`src/rtl/ivalu_wb_arbiter.sv`:
```
// ivalu_wb_arbiter: writeback stage shared by the ivalu (source A) and a
// second result source (source B). Each source has its own result FIFO
// because neither source can be back-pressured once an op has issued. The
// FIFO heads are arbitrated round-robin onto the single regfile writeback /
// ROB completion port. A registered stall hint goes upstream early enough
// to cover the ops still in flight.
module ivalu_wb_arbiter #(
  parameter int DEPTH = 4,  // entries per source FIFO, power of 2, >= 4
  parameter int SKID  = 2   // ops in flight past issue; stall margin
) (
  input  logic        core_clock_i,
  input  logic        core_reset_i,
  input  logic        flush_i,
  input  logic [31:0] a_result_i,
  input  logic [4:0]  a_rob_i,
  input  logic [5:0]  a_dest_i,
  input  logic        a_wb_valid_i,
  input  logic        a_valid_i,
  output logic        a_stall_o,
  input  logic [31:0] b_result_i,
  input  logic [4:0]  b_rob_i,
  input  logic [5:0]  b_dest_i,
  input  logic        b_wb_valid_i,
  input  logic        b_valid_i,
  output logic        b_stall_o,
  output logic [31:0] wb_data_o,
  output logic [5:0]  wb_dest_o,
  output logic        wb_valid_o,
  output logic [4:0]  cmp_rob_o,
  output logic        cmp_valid_o,
  output logic        overflow_o
);

  localparam int AW = $clog2(DEPTH);
  // One extra pointer bit distinguishes full from empty.
  localparam int PW = AW + 1;
  localparam logic [PW-1:0] DEPTH_W = PW'(DEPTH);
  localparam logic [PW-1:0] SKID_W  = PW'(SKID);

  typedef struct packed {
    logic [31:0] result;
    logic [4:0]  rob;
    logic [5:0]  dest;
    logic        wb;
  } entry_t;

  // Index 0 is source A, index 1 is source B throughout.
  entry_t        in_entry [2];
  logic [1:0]    in_valid;

  entry_t        mem_q [2][DEPTH];
  logic [PW-1:0] wr_q [2];
  logic [PW-1:0] wr_d [2];
  logic [PW-1:0] rd_q [2];
  logic [PW-1:0] rd_d [2];

  logic [1:0]    empty;
  logic [1:0]    full;
  logic [1:0]    push;
  logic [1:0]    pop;
  logic [1:0]    stall_q;
  logic [1:0]    stall_d;
  logic          rr_q;   // source that wins the next tie (0 = A)
  logic          rr_d;
  logic          gnt;
  logic          any_pop;
  entry_t        head;
  logic          overflow_q;
  logic          overflow_d;

  logic [31:0]   wb_data_q, wb_data_d;
  logic [5:0]    wb_dest_q, wb_dest_d;
  logic [4:0]    cmp_rob_q, cmp_rob_d;
  logic          wb_valid_q, wb_valid_d;
  logic          cmp_valid_q, cmp_valid_d;

  // Pack the incoming results of both sources into FIFO entries.
  always_comb begin
    in_entry[0] = '{result: a_result_i, rob: a_rob_i, dest: a_dest_i, wb: a_wb_valid_i};
    in_entry[1] = '{result: b_result_i, rob: b_rob_i, dest: b_dest_i, wb: b_wb_valid_i};
    in_valid    = {b_valid_i, a_valid_i};
  end

  // FIFO status from the pointers as they stand before the edge.
  always_comb begin
    for (int i = 0; i < 2; i++) begin
      empty[i] = (wr_q[i] == rd_q[i]);
      full[i]  = (wr_q[i][AW] != rd_q[i][AW]) &&
                 (wr_q[i][AW-1:0] == rd_q[i][AW-1:0]);
    end
  end

  // Round-robin grant among non-empty FIFOs; a flush suppresses any pop.
  always_comb begin
    // NOTE: every signal written here gets a default first so no path can
    // leave it unassigned, which would otherwise infer a latch.
    pop = '0;
    gnt = rr_q;
    if (!flush_i) begin
      if (!empty[0] && !empty[1]) gnt = rr_q;
      else if (!empty[0])         gnt = 1'b0;
      else                        gnt = 1'b1;
      pop[gnt] = !empty[gnt];
    end
    any_pop = |pop;
    head    = mem_q[gnt][rd_q[gnt][AW-1:0]];
  end

  // Next-state for pointers, stall hints, overflow, rr pointer and outputs.
  always_comb begin
    logic [PW-1:0] cnt;
    cnt = '0;
    for (int i = 0; i < 2; i++) begin
      // A full FIFO still accepts a push when its head leaves at the same edge.
      push[i] = in_valid[i] && !flush_i && (!full[i] || pop[i]);
      if (flush_i) begin
        wr_d[i] = '0;
        rd_d[i] = '0;
      end else begin
        wr_d[i] = wr_q[i] + PW'(push[i]);
        rd_d[i] = rd_q[i] + PW'(pop[i]);
      end
      cnt        = wr_d[i] - rd_d[i];
      stall_d[i] = (DEPTH_W - cnt) <= SKID_W;
    end

    // A valid input that was neither flushed nor pushed hit a full FIFO.
    overflow_d = overflow_q | (|(in_valid & ~push & {2{!flush_i}}));
    rr_d       = any_pop ? ~gnt : rr_q;

    wb_data_d   = wb_data_q;
    wb_dest_d   = wb_dest_q;
    cmp_rob_d   = cmp_rob_q;
    wb_valid_d  = 1'b0;
    cmp_valid_d = 1'b0;
    if (any_pop) begin
      wb_data_d   = head.result;
      wb_dest_d   = head.dest;
      cmp_rob_d   = head.rob;
      wb_valid_d  = head.wb;
      cmp_valid_d = 1'b1;
    end
  end

  // Control state and output registers.
  always_ff @(posedge core_clock_i or posedge core_reset_i) begin
    // NOTE: sequential state uses non-blocking assignments so every register
    // samples the pre-edge values regardless of statement order.
    if (core_reset_i) begin
      for (int i = 0; i < 2; i++) begin
        wr_q[i] <= '0;
        rd_q[i] <= '0;
      end
      stall_q     <= '0;
      rr_q        <= 1'b0;
      overflow_q  <= 1'b0;
      wb_data_q   <= '0;
      wb_dest_q   <= '0;
      cmp_rob_q   <= '0;
      wb_valid_q  <= 1'b0;
      cmp_valid_q <= 1'b0;
    end else begin
      for (int i = 0; i < 2; i++) begin
        wr_q[i] <= wr_d[i];
        rd_q[i] <= rd_d[i];
      end
      stall_q     <= stall_d;
      rr_q        <= rr_d;
      overflow_q  <= overflow_d;
      wb_data_q   <= wb_data_d;
      wb_dest_q   <= wb_dest_d;
      cmp_rob_q   <= cmp_rob_d;
      wb_valid_q  <= wb_valid_d;
      cmp_valid_q <= cmp_valid_d;
    end
  end

  // FIFO storage writes.
  always_ff @(posedge core_clock_i) begin
    // NOTE: the storage array has no reset; the pointers alone decide which
    // entries are live, so stale contents are never observed.
    for (int i = 0; i < 2; i++) begin
      if (push[i]) mem_q[i][wr_q[i][AW-1:0]] <= in_entry[i];
    end
  end

  assign a_stall_o   = stall_q[0];
  assign b_stall_o   = stall_q[1];
  assign wb_data_o   = wb_data_q;
  assign wb_dest_o   = wb_dest_q;
  assign wb_valid_o  = wb_valid_q;
  assign cmp_rob_o   = cmp_rob_q;
  assign cmp_valid_o = cmp_valid_q;
  assign overflow_o  = overflow_q;

endmodule

```
`config.mk`:
```
export PLATFORM = sky130hd
export DESIGN_NAME = ivalu_wb_arbiter
export DESIGN_NICKNAME = d
export VERILOG_FILES = /design/src/rtl/ivalu_wb_arbiter.sv
export SDC_FILE = /design/constraint.sdc
export NUM_CORES = 1
export LEC_CHECK = 0
export ABC_AREA = 1
export CAP_MARGIN = 20
export CORE_ASPECT_RATIO = 2
export CORE_MARGIN = 2
export CORE_UTILIZATION = 43
export CTS_BUF_LIST = sky130_fd_sc_hd__clkbuf_8 sky130_fd_sc_hd__clkbuf_16
export CTS_CLUSTER_SIZE = 28
export DETAILED_ROUTE_END_ITERATION = 10
export PLACE_DENSITY = 0.59
export SLEW_MARGIN = 20
export SYNTH_ARGS = -nofsm -noshare
export SYNTH_HDL_FRONTEND = slang
export SYNTH_SLANG_ARGS = --single-unit
```
`constraint.sdc`:
```
create_clock -name core_clock_i -period 5.73 [get_ports core_clock_i]
set_input_delay 1.719 -clock core_clock_i [delete_from_list [all_inputs] [get_ports core_clock_i]]
set_output_delay 1.719 -clock core_clock_i [all_outputs]
set_load 0.05 [all_outputs]
```
==> impl_metrics.json, run 1 <==
{
  "grt_pass1_wl_mm": 67.9,
  "fin_cells": 2349,
  "cp_slowest_stage_delay_ns": 0.46,
  "finClkSkew_ns": 0.0198,
  "fin_hold_ws_ns": 0.472,
  "max-vdd-ir-drop_mv": 0.271,
  "crit_chain": "clkdlybuf4s50_1 -> buf_4 -> inv_1 -> nand3_4 -> nand2_1 -> nand3_1 -> inv_1 -> ha_1 -> ha_1 -> nand2_1 -> ha_1 -> ha_1 -> xnor2_1 -> xor2_1 -> o22ai_1 -> a21oi_1",
  "intPower_mw": 5.79,
  "fin_crit_ns": 4.35,
  "path_clk_slew_ns": 0.06,
  "slew_headroom_pct": 30.4,
  "p_leak_nw": 8.71,
  "hp-class": "flop to flop",
  "cp.required_ns": 6.19,
  "path_class": "primary input to flop",
  "clock_sinks": 413,
  "cts_tree": "built",
  "reg2regPathDepth": 18,
  "die_w_um": 146,
  "post_cts_resized": 0,
  "path_delay_family": "adder cells",
  "p_comb_share_pct": 30.4,
  "die_y_um": 289,
  "regToRegEndpoint": "stall_q[0]",
  "place.gp.congestion": 0.780,
  "cap_violations": 0,
  "rsz0062_at_grt": "false",
  "crit_slowest_cell": "clkdlybuf4s50_1",
  "clock_latency_ns": 0.54,
  "switching_share_pct": 34.6,
  "hold_depth": 1,
  "crit_path_frequent_cell": "ha_1",
  "power_frac_seq_pct": 40.6,
  "post-dp-hpwl_mm": 24.6,
  "wl_per_cell_um": 18.8,
  "final_common_cell": "nand2_1",
  "drc_errors": 0,
  "floorplan.initialDensity_pct": 43.5,
  "cts_root_buf": "clkbuf_16",
  "drt_first_pass_iters": 6,
  "hold_viol_final": 0,
  "pwr-share-clk_pct": 29.1,
  "slew_viol_final": 0,
  "ctsHoldBuffers": 0,
  "fin_util_pct": 51.8,
  "placementRows": 104,
  "r2r_slack_ns": 2.41,
  "wirelength_mm": 44.2,
  "via_per_inst": 5.12,
  "die_area_um2": 42300,
  "grtUsageTotal_pct": 21.2,
  "cts_setup_buffers": 0,
  "grt_pass1_vias": 12100,
  "placedCellCount": 2279,
  "fmax_mhz": 230,
  "area_growth_syn_to_layout_pct": 19.0,
  "crit_arrival_ns": 4.81,
  "syn_area_per_cell_um2": 10.4,
  "antenna_found_initial": 2,
  "crit_buf_inv": 4,
  "synth_warnings": 0,
  "hold_end": "overflow_o",
  "worstHoldStart": "overflow_o",
  "drive_gt1_share_pct": 5.83,
  "clockBufferDepth": 3,
  "yosysUniqueCellTypes": 26,
  "netSwitchingPower_mw": 3.06,
  "max_slew.worst_pin.slew_ns": 1.04,
  "vias": 12000,
  "final_cell_mix": "892 x nand2_1, 352 x edfxtp_1, 182 x nand3_1",
  "syn_area_um2": 17400,
  "r2r_start": "wr_q[1]",
  "critPathMaxFanout": 12,
  "io_pins": 141,
  "grt.overflow.total": 0,
  "cts_buffers": 37,
  "coreArea_um2": 40100,
  "drt_iter0_drc": 822,
  "final_nets": 1895,
  "ys_seq_elements": 413,
  "power_per_cell_area_nw_per_um2": 427,
  "postSynthCellCount": 1677,
  "seq_area_frac_synth_pct": 69.4,
  "cts_max_level": 2,
  "outcome": "completed",
  "ant_nets": 0,
  "start_kind": "primary input",
  "grt_max_degree": 179,
  "setup_viol": 0,
  "syn_nets": 1784,
  "crit_path_end_kind": "flop",
  "fin_crit_sh_pct": 76.0,
  "portBuffers": 140
}
-- per-layer routing --
metal	up-vias	share of wire, %	track usage [%]	wire length, um
li1	5750	-	-	-
met3	107	4.8	2.69	2110
met2	367	52	38.8	23200
met4	0	4.1	9.98	1800
met5	-	0	0	0
met1	5800	39	24.7	17100
-- per-stage QoR --
stage          power, mW  area (um^2)  setup TNS (ns)  setup slack (ns)
5_1_grt             9.33        20800               0              1.16
3_3_place_gp        6.33        19500               0             0.935
4_1_cts             8.94        20700               0              1.38
3_5_place_dp        6.36        19500               0             0.836
2_1_floorplan       5.54        17500          -83.65            -0.475
6_report            8.85        20800               0              1.38
-- cell type report --
class	instances	area, um^2
fill	3676	19300
multi-input combinational	1140	4850
sequential	413	12100
tap	530	663
inverter	31	118
antenna	2	5.00
clock inverter	25	246
timing repair buffer	165	1740
clock buffer	43	1030
-- cell usage after synthesis (all sizes together) --
master  number  area share (%)
nand3      183             5.3
xnor2        7            0.35
edfxtp     352              61
ha          14             1.0
xor2         2            0.10
buf         71             2.3
nand3b       1           0.043
o21ai        5            0.17
clkbuf      22            0.47
nor2        16            0.36
a21oi        6            0.17
nor3         8            0.23
nand2      896              19
inv         31            0.67
dfrtp       61             8.8
o22ai        2           0.072
-- registers in the layout (all words and copies together), names as in the netlist --
register,count
mem_q,352
rr_q,1
cmp_valid_o,1
wr_q,6
wb_data_o,32
wb_dest_o,6
rd_q,6
stall_q,2
wb_valid_o,1
overflow_o,1
cmp_rob_o,5
-- power by group through the flow --
stage	registers [mW]	clock network (mW)	logic (mW)
final	3.59	2.57	2.69
after global placement	3.66	0	2.67
after detailed placement	3.65	0	2.70
after global routing	3.61	2.73	2.99
after floorplan	4.08	0	1.47
after CTS	3.59	2.63	2.71
-- kinds of logic (layout without fill, tap and decap cells) --
group | Yosys count | after routing | share of synthesized area [%]
xor gates and xnor gates | 9 | 9 | 0.452
DFF | 413 | 413 | 69.4
other | 0 | 2 | 0
adders and majority gates | 14 | 14 | 1.00
AOI/OAI and AO/OA | 13 | 13 | 0.409
buffers and inverters | 124 | 264 | 3.46
and+or+nand+nor | 1104 | 1104 | 25.3
-- worst max-delay path by stage --
stage	start	end	slack [ns]	depth (start not counted)
6_report	flush_i	stall_q[0]	1.38	16
5_1_grt	flush_i	stall_q[0]	1.16	16
4_1_cts	flush_i	stall_q[0]	1.38	16
3_5_place_dp	flush_i	stall_q[0]	0.84	16
3_3_place_gp	flush_i	stall_q[0]	0.94	16
2_1_floorplan	flush_i	mem_q[0][0]	-0.48	8
Note: power is estimated with default switching activity, not from simulation.
==> run 2: changes to the inputs <==
==> constraint.sdc (replaced) <==
create_clock -name core_clock_i -period 4.31 [get_ports core_clock_i]
set_input_delay 1.293 -clock core_clock_i [delete_from_list [all_inputs] [get_ports core_clock_i]]
set_output_delay 1.293 -clock core_clock_i [all_outputs]
set_load 0.05 [all_outputs]
==> run 2 against run 1 <==
Sequential cell count did not move. Non-clock buffer count rose by 8. Total power rose by 34%. Cell count rose by 0.43%. Final area rose by 0.61%. Combinational power rose by 33%. Clock power rose by 39%. Worst setup slack got worse by 0.53 ns. Via count fell by 0.28%. Hold slack improved by 0.0028 ns. Register-to-register slack got worse by 1.2 ns. Largest power group unchanged.
==> impl_metrics.json, run 2 (synthesis results as in run 1) <==
{
  "fin_crit_sh_pct": 80.3,
  "ctsHoldBuffers": 0,
  "critPathMaxFanout": 9,
  "setup_viol": 0,
  "grt.overflow.total": 0,
  "die_w_um": 146,
  "slew_headroom_pct": 42.4,
  "area_growth_syn_to_layout_pct": 19.7,
  "post-dp-hpwl_mm": 24.9,
  "path_clk_slew_ns": 0.06,
  "fill_cells": 3643,
  "final_cell_mix": "892 x nand2_1, 352 x edfxtp_1, 182 x nand3_1",
  "grt_pass1_wl_mm": 67.1,
  "coreArea_um2": 40100,
  "post_cts_resized": 0,
  "p_leak_nw": 8.77,
  "clockBufferDepth": 3,
  "io_pins": 141,
  "fin_cells": 2359,
  "via_per_inst": 5.08,
  "cts_max_level": 2,
  "cts_tree": "built",
  "fin_util_pct": 52.1,
  "cp.required_ns": 4.78,
  "worstHoldStart": "overflow_o",
  "wl_per_cell_um": 18.7,
  "largest_register_ffs": 352,
  "r2r_start": "wr_q[1]",
  "antenna_cells": 0,
  "antenna_found_initial": 0,
  "drive_gt1_share_pct": 6.51,
  "max_slew.worst_pin.slew_ns": 0.864,
  "crit_path_end_kind": "flop",
  "placedCellCount": 2287,
  "drt_iter0_drc": 678,
  "fmax_mhz": 289,
  "power_per_cell_area_nw_per_um2": 570,
  "clock_sinks": 413,
  "ant_nets": 0,
  "portBuffers": 140,
  "placementRows": 104,
  "start_kind": "primary input",
  "die_y_um": 289,
  "drt_first_pass_iters": 5,
  "regToRegEndpoint": "stall_q[1]",
  "vias": 12000,
  "fin_crit_ns": 3.46,
  "design_area_um2": 20900,
  "final_nets": 1905,
  "rsz0062_at_grt": "false",
  "cap_violations": 0,
  "cts_root_buf": "clkbuf_16",
  "slew_viol_final": 0,
  "outcome": "completed",
  "crit_arrival_ns": 3.93,
  "finClkSkew_ns": 0.0104,
  "grt_max_degree": 164,
  "cts_setup_buffers": 0,
  "reg2regPathDepth": 18,
  "max-vdd-ir-drop_mv": 0.420,
  "die_area_um2": 42300,
  "grt_pass1_vias": 12000,
  "grtUsageTotal_pct": 20.9,
  "startpoint": "flush_i",
  "final_common_cell": "nand2_1",
  "hold_end": "overflow_o",
  "wirelength_mm": 44.0,
  "drc_errors": 0,
  "cts_buffers": 39,
  "hold_depth": 1,
  "path_class": "primary input to flop",
  "clock_latency_ns": 0.54,
  "floorplan.initialDensity_pct": 43.5,
  "placed_cell_area_um2": 19500,
  "hp-class": "flop to flop",
  "hold_viol_final": 0,
  "place.gp.congestion": 0.769,
  "r2r_slack_ns": 1.20
}
run 2: changes by cell type in the layout (fill, tap and decap cells not counted), sizes merged:
cell,change
clkbuf,-1
clkinv,+1
clkinvlp,+5
inv,-2
bufinv,+1
diode,-2
buf,+8
run 2: area by class of cell:
class / instances / area, um^2 / share of cell area [%]
Clock buffer: 42 / 1030 / 4.93
Inverter: 31 / 120 / 0.575
Multi-Input combinational cell: 1140 / 4880 / 23.4
Timing Repair Buffer: 173 / 1780 / 8.52
Sequential cell: 413 / 12100 / 57.9
Tap cell: 530 / 663 / 3.18
Clock inverter: 30 / 315 / 1.51
run 2: per-stage QoR:
stage / power [mW] / hold slack [ns] / setup WS [ns] / setup TNS, ns
global route: 12.5 / 0.502 / 0.590 / 0
finish: 11.9 / 0.475 / 0.848 / 0
detailed placement: 8.45 / 0.464 / 0.289 / 0
CTS: 12.0 / 0.482 / 0.837 / 0
global placement: 8.42 / 0.459 / 0.230 / 0
floorplan: 7.37 / 0.541 / -0.174 / -30.54
run 2: metal layers:
layer,track usage (%),vias to the layer above,wire length (um)
met5,0,-,0
met4,7.52,0,1230
met3,2.50,72,1910
met2,39.7,312,23700
met1,24.3,5833,17200
li1,-,5773,-
run 2: worst max-delay path by stage:
stage	slack, ns	to
finish	0.85	stall_q[0]
global route	0.59	stall_q[0]
CTS	0.84	stall_q[0]
detailed placement	0.29	stall_q[0]
global placement	0.23	stall_q[0]
floorplan	-0.17	mem_q[0][0]
run 2: power by group:
group / leakage, nW / internal [mW] / switching, mW
Combinational: 4.13 / 1.13 / 2.46
Sequential: 3.99 / 4.61 / 0.144
Clock: 0.651 / 2.05 / 1.51
run 2: worst max-delay path, stage by stage:
cell and delay (ns):
clkdlybuf4s50_1 0.50, inv_1 0.14, nand3_4 0.19, nand2_1 0.07
nand3_1 0.09, inv_1 0.05, ha_1 0.17, ha_1 0.27
nand2_1 0.07, ha_1 0.30, ha_1 0.21, xnor2_1 0.16
xor2_1 0.20, o22ai_1 0.09, a21oi_1 0.12
==> run 3: changes to the inputs <==
--- a/config.mk
+++ b/config.mk
@@ -13,7 +13,7 @@
 export CTS_BUF_LIST = sky130_fd_sc_hd__clkbuf_8 sky130_fd_sc_hd__clkbuf_16
 export CTS_CLUSTER_SIZE = 28
 export DETAILED_ROUTE_END_ITERATION = 10
-export PLACE_DENSITY = 0.59
+export PLACE_DENSITY = 0.61
 export SLEW_MARGIN = 20
 export SYNTH_ARGS = -nofsm -noshare
 export SYNTH_HDL_FRONTEND = slang
==> constraint.sdc (replaced) <==
create_clock -name core_clock_i -period 2.9 [get_ports core_clock_i]
set_input_delay 0.87 -clock core_clock_i [delete_from_list [all_inputs] [get_ports core_clock_i]]
set_output_delay 0.87 -clock core_clock_i [all_outputs]
set_load 0.05 [all_outputs]
==> run 3 against run 2 <==
Worst setup slack worse by 0.69 ns. Total power is 49% higher. Final area is 3.2% higher. Sequential power is 49% higher. Clock skew is 0.0033 ns higher. Routed wire length is 5.7% higher. Combinational power is 60% higher. Clock-buffer cell count is 1 higher. Sequential share of layout area is 1.8 points lower. Critical endpoint unchanged. Largest power group unchanged.
==> impl_metrics.json, run 3 (synthesis results as in run 1) <==
{
  "rsz0062_at_grt": "true",
  "ctsHoldBuffers": 0,
  "fmax_mhz": 365,
  "path_clk_slew_ns": 0.07,
  "grtUsageTotal_pct": 21.9,
  "fin_hold_ws_ns": 0.471,
  "ant_nets": 0,
  "post-dp-hpwl_mm": 29.3,
  "final_common_cell": "nand2_1",
  "reg2regPathDepth": 15,
  "worstHoldStart": "overflow_o",
  "cts_max_level": 2,
  "cts_root_buf": "clkbuf_16",
  "drc_errors": 0,
  "p_leak_nw": 9.12,
  "die_y_um": 289,
  "start_kind": "flop",
  "drt_first_pass_iters": 5,
  "critPathMaxFanout": 4,
  "slew_headroom_pct": 25.9,
  "wl_per_cell_um": 19.3,
  "power_per_cell_area_nw_per_um2": 825,
  "r2r_start": "wr_q[5]",
  "antenna_found_initial": 7,
  "grt_pass1_wl_mm": 69.6,
  "path_class": "flop to flop",
  "cap_violations": 0,
  "dpl_worst_slack_ns": -0.601,
  "floorplan.initialDensity_pct": 43.5,
  "clock_sinks": 413,
  "max_slew.worst_pin.slew_ns": 1.11,
  "regToRegEndpoint": "stall_q[0]",
  "setup_viol": 0,
  "largest_register_ffs": 352,
  "placed_cell_area_um2": 20200,
  "placedCellCount": 2335,
  "outcome": "completed",
  "io_pins": 141,
  "clockBufferDepth": 3,
  "max-vdd-ir-drop_mv": 0.537,
  "area_growth_syn_to_layout_pct": 23.5,
  "finalSetupTns_ns": 0,
  "grt.overflow.total": 0,
  "crit_arrival_ns": 3.20,
  "wirelength_mm": 46.5,
  "drive_gt1_share_pct": 9.86,
  "fin_crit_sh_pct": 94.5,
  "finClkSkew_ns": 0.0136,
  "cp.required_ns": 3.36,
  "hold_viol_final": 0,
  "placementRows": 104,
  "coreArea_um2": 40100,
  "die_area_um2": 42300,
  "vias": 12400,
  "fin_ws_ns": 0.161,
  "hold_depth": 1,
  "via_per_inst": 5.13,
  "portBuffers": 140,
  "fin_crit_ns": 2.74,
  "clock_latency_ns": 0.54,
  "fin_cells": 2412,
  "hp-class": "flop to flop",
  "r2r_slack_ns": 0.16,
  "hold_end": "overflow_o",
  "grt_max_degree": 105,
  "final_cell_mix": "889 x nand2_1, 352 x edfxtp_1, 178 x nand3_1",
  "cts_buffers": 38,
  "design_area_um2": 21500,
  "drt_iter0_drc": 671,
  "cts_tree": "built",
  "crit_path_end_kind": "flop",
  "grt_pass1_vias": 12300,
  "die_w_um": 146,
  "place.gp.congestion": 0.788,
  "final_nets": 1956,
  "slew_viol_final": 0
}
run 3: changes by cell type in the layout (fill, tap and decap cells not counted), moves of 3 or more:
cell | before | now
nand3_2 | 0 | 3
nand3_1 | 182 | 178
clkinv_4 | 4 | 1
buf_4 | 22 | 53
xnor2_2 | 0 | 5
buf_12 | 10 | 32
nand2_1 | 892 | 889
xnor2_1 | 7 | 2
diode_2 | 0 | 5
clkinvlp_4 | 7 | 3
inv_2 | 3 | 6
run 3: area by class of cell:
cell class,instances,area (um^2)
Clock inverter,25,205
Sequential cell,413,12100
Timing Repair Buffer,225,2440
Antenna cell,5,12.5
Multi-Input combinational cell,1140,4970
Fill cell,3572,18500
Inverter,31,125
Tap cell,530,663
Clock buffer,43,1030
run 3: timing repair:
item,4_1_cts,5_1_grt
endpoints found under the setup margin,2,3
pin swaps,0,5
setup buffers,0,4
gates resized for setup,1,11
run 3: how the worst max path moves through the flow:
stage / start / end / slack [ns] / depth (start not counted)
after CTS: rd_q[1] / stall_q[1] / 0.01 / 18
after global placement: flush_i / stall_q[1] / -0.54 / 14
final: wr_q[5] / stall_q[0] / 0.16 / 15
after global routing: rd_q[3] / stall_q[0] / -0.01 / 15
after detailed placement: flush_i / stall_q[1] / -0.60 / 14
after floorplan: flush_i / mem_q[0][0] / -0.24 / 8
run 3: worst max-delay path, stage by stage (launching register included):
cell and delay [ns]:
dfrtp_1 0.41, xnor2_2 0.23, nand3_2 0.13, nand3_4 0.13, nand2_4 0.06, nand3_4 0.08, inv_2 0.03, ha_1 0.17
ha_1 0.27, nand2_1 0.07, ha_1 0.28, ha_2 0.19, xnor2_2 0.16, xor2_1 0.20, o22ai_1 0.10, a21oi_1 0.14
run 3: metrics by stage:
step	power [mW]	util, %
after global routing	18.7	53.7
after detailed placement	12.9	50.4
after global placement	12.8	50.4
final	17.8	53.7
after floorplan	11.0	-
after CTS	17.9	53.5
run 3: where the power goes:
part / leakage [nW] / total (mW) / internal [mW] / switching [mW]
registers: 3.99 / 7.06 / 6.85 / 0.215
clock network: 0.627 / 4.97 / 2.82 / 2.15
logic: 4.50 / 5.74 / 1.98 / 3.76
total: 9.12 / 17.8 / 11.6 / 6.13
run 3: layer usage:
metal / wire length [um] / global-route usage (%)
met1: 17300 / 24.0
met2: 25600 / 42.5
met3: 1870 / 2.33
met4: 1750 / 9.51
met5: 0 / 0
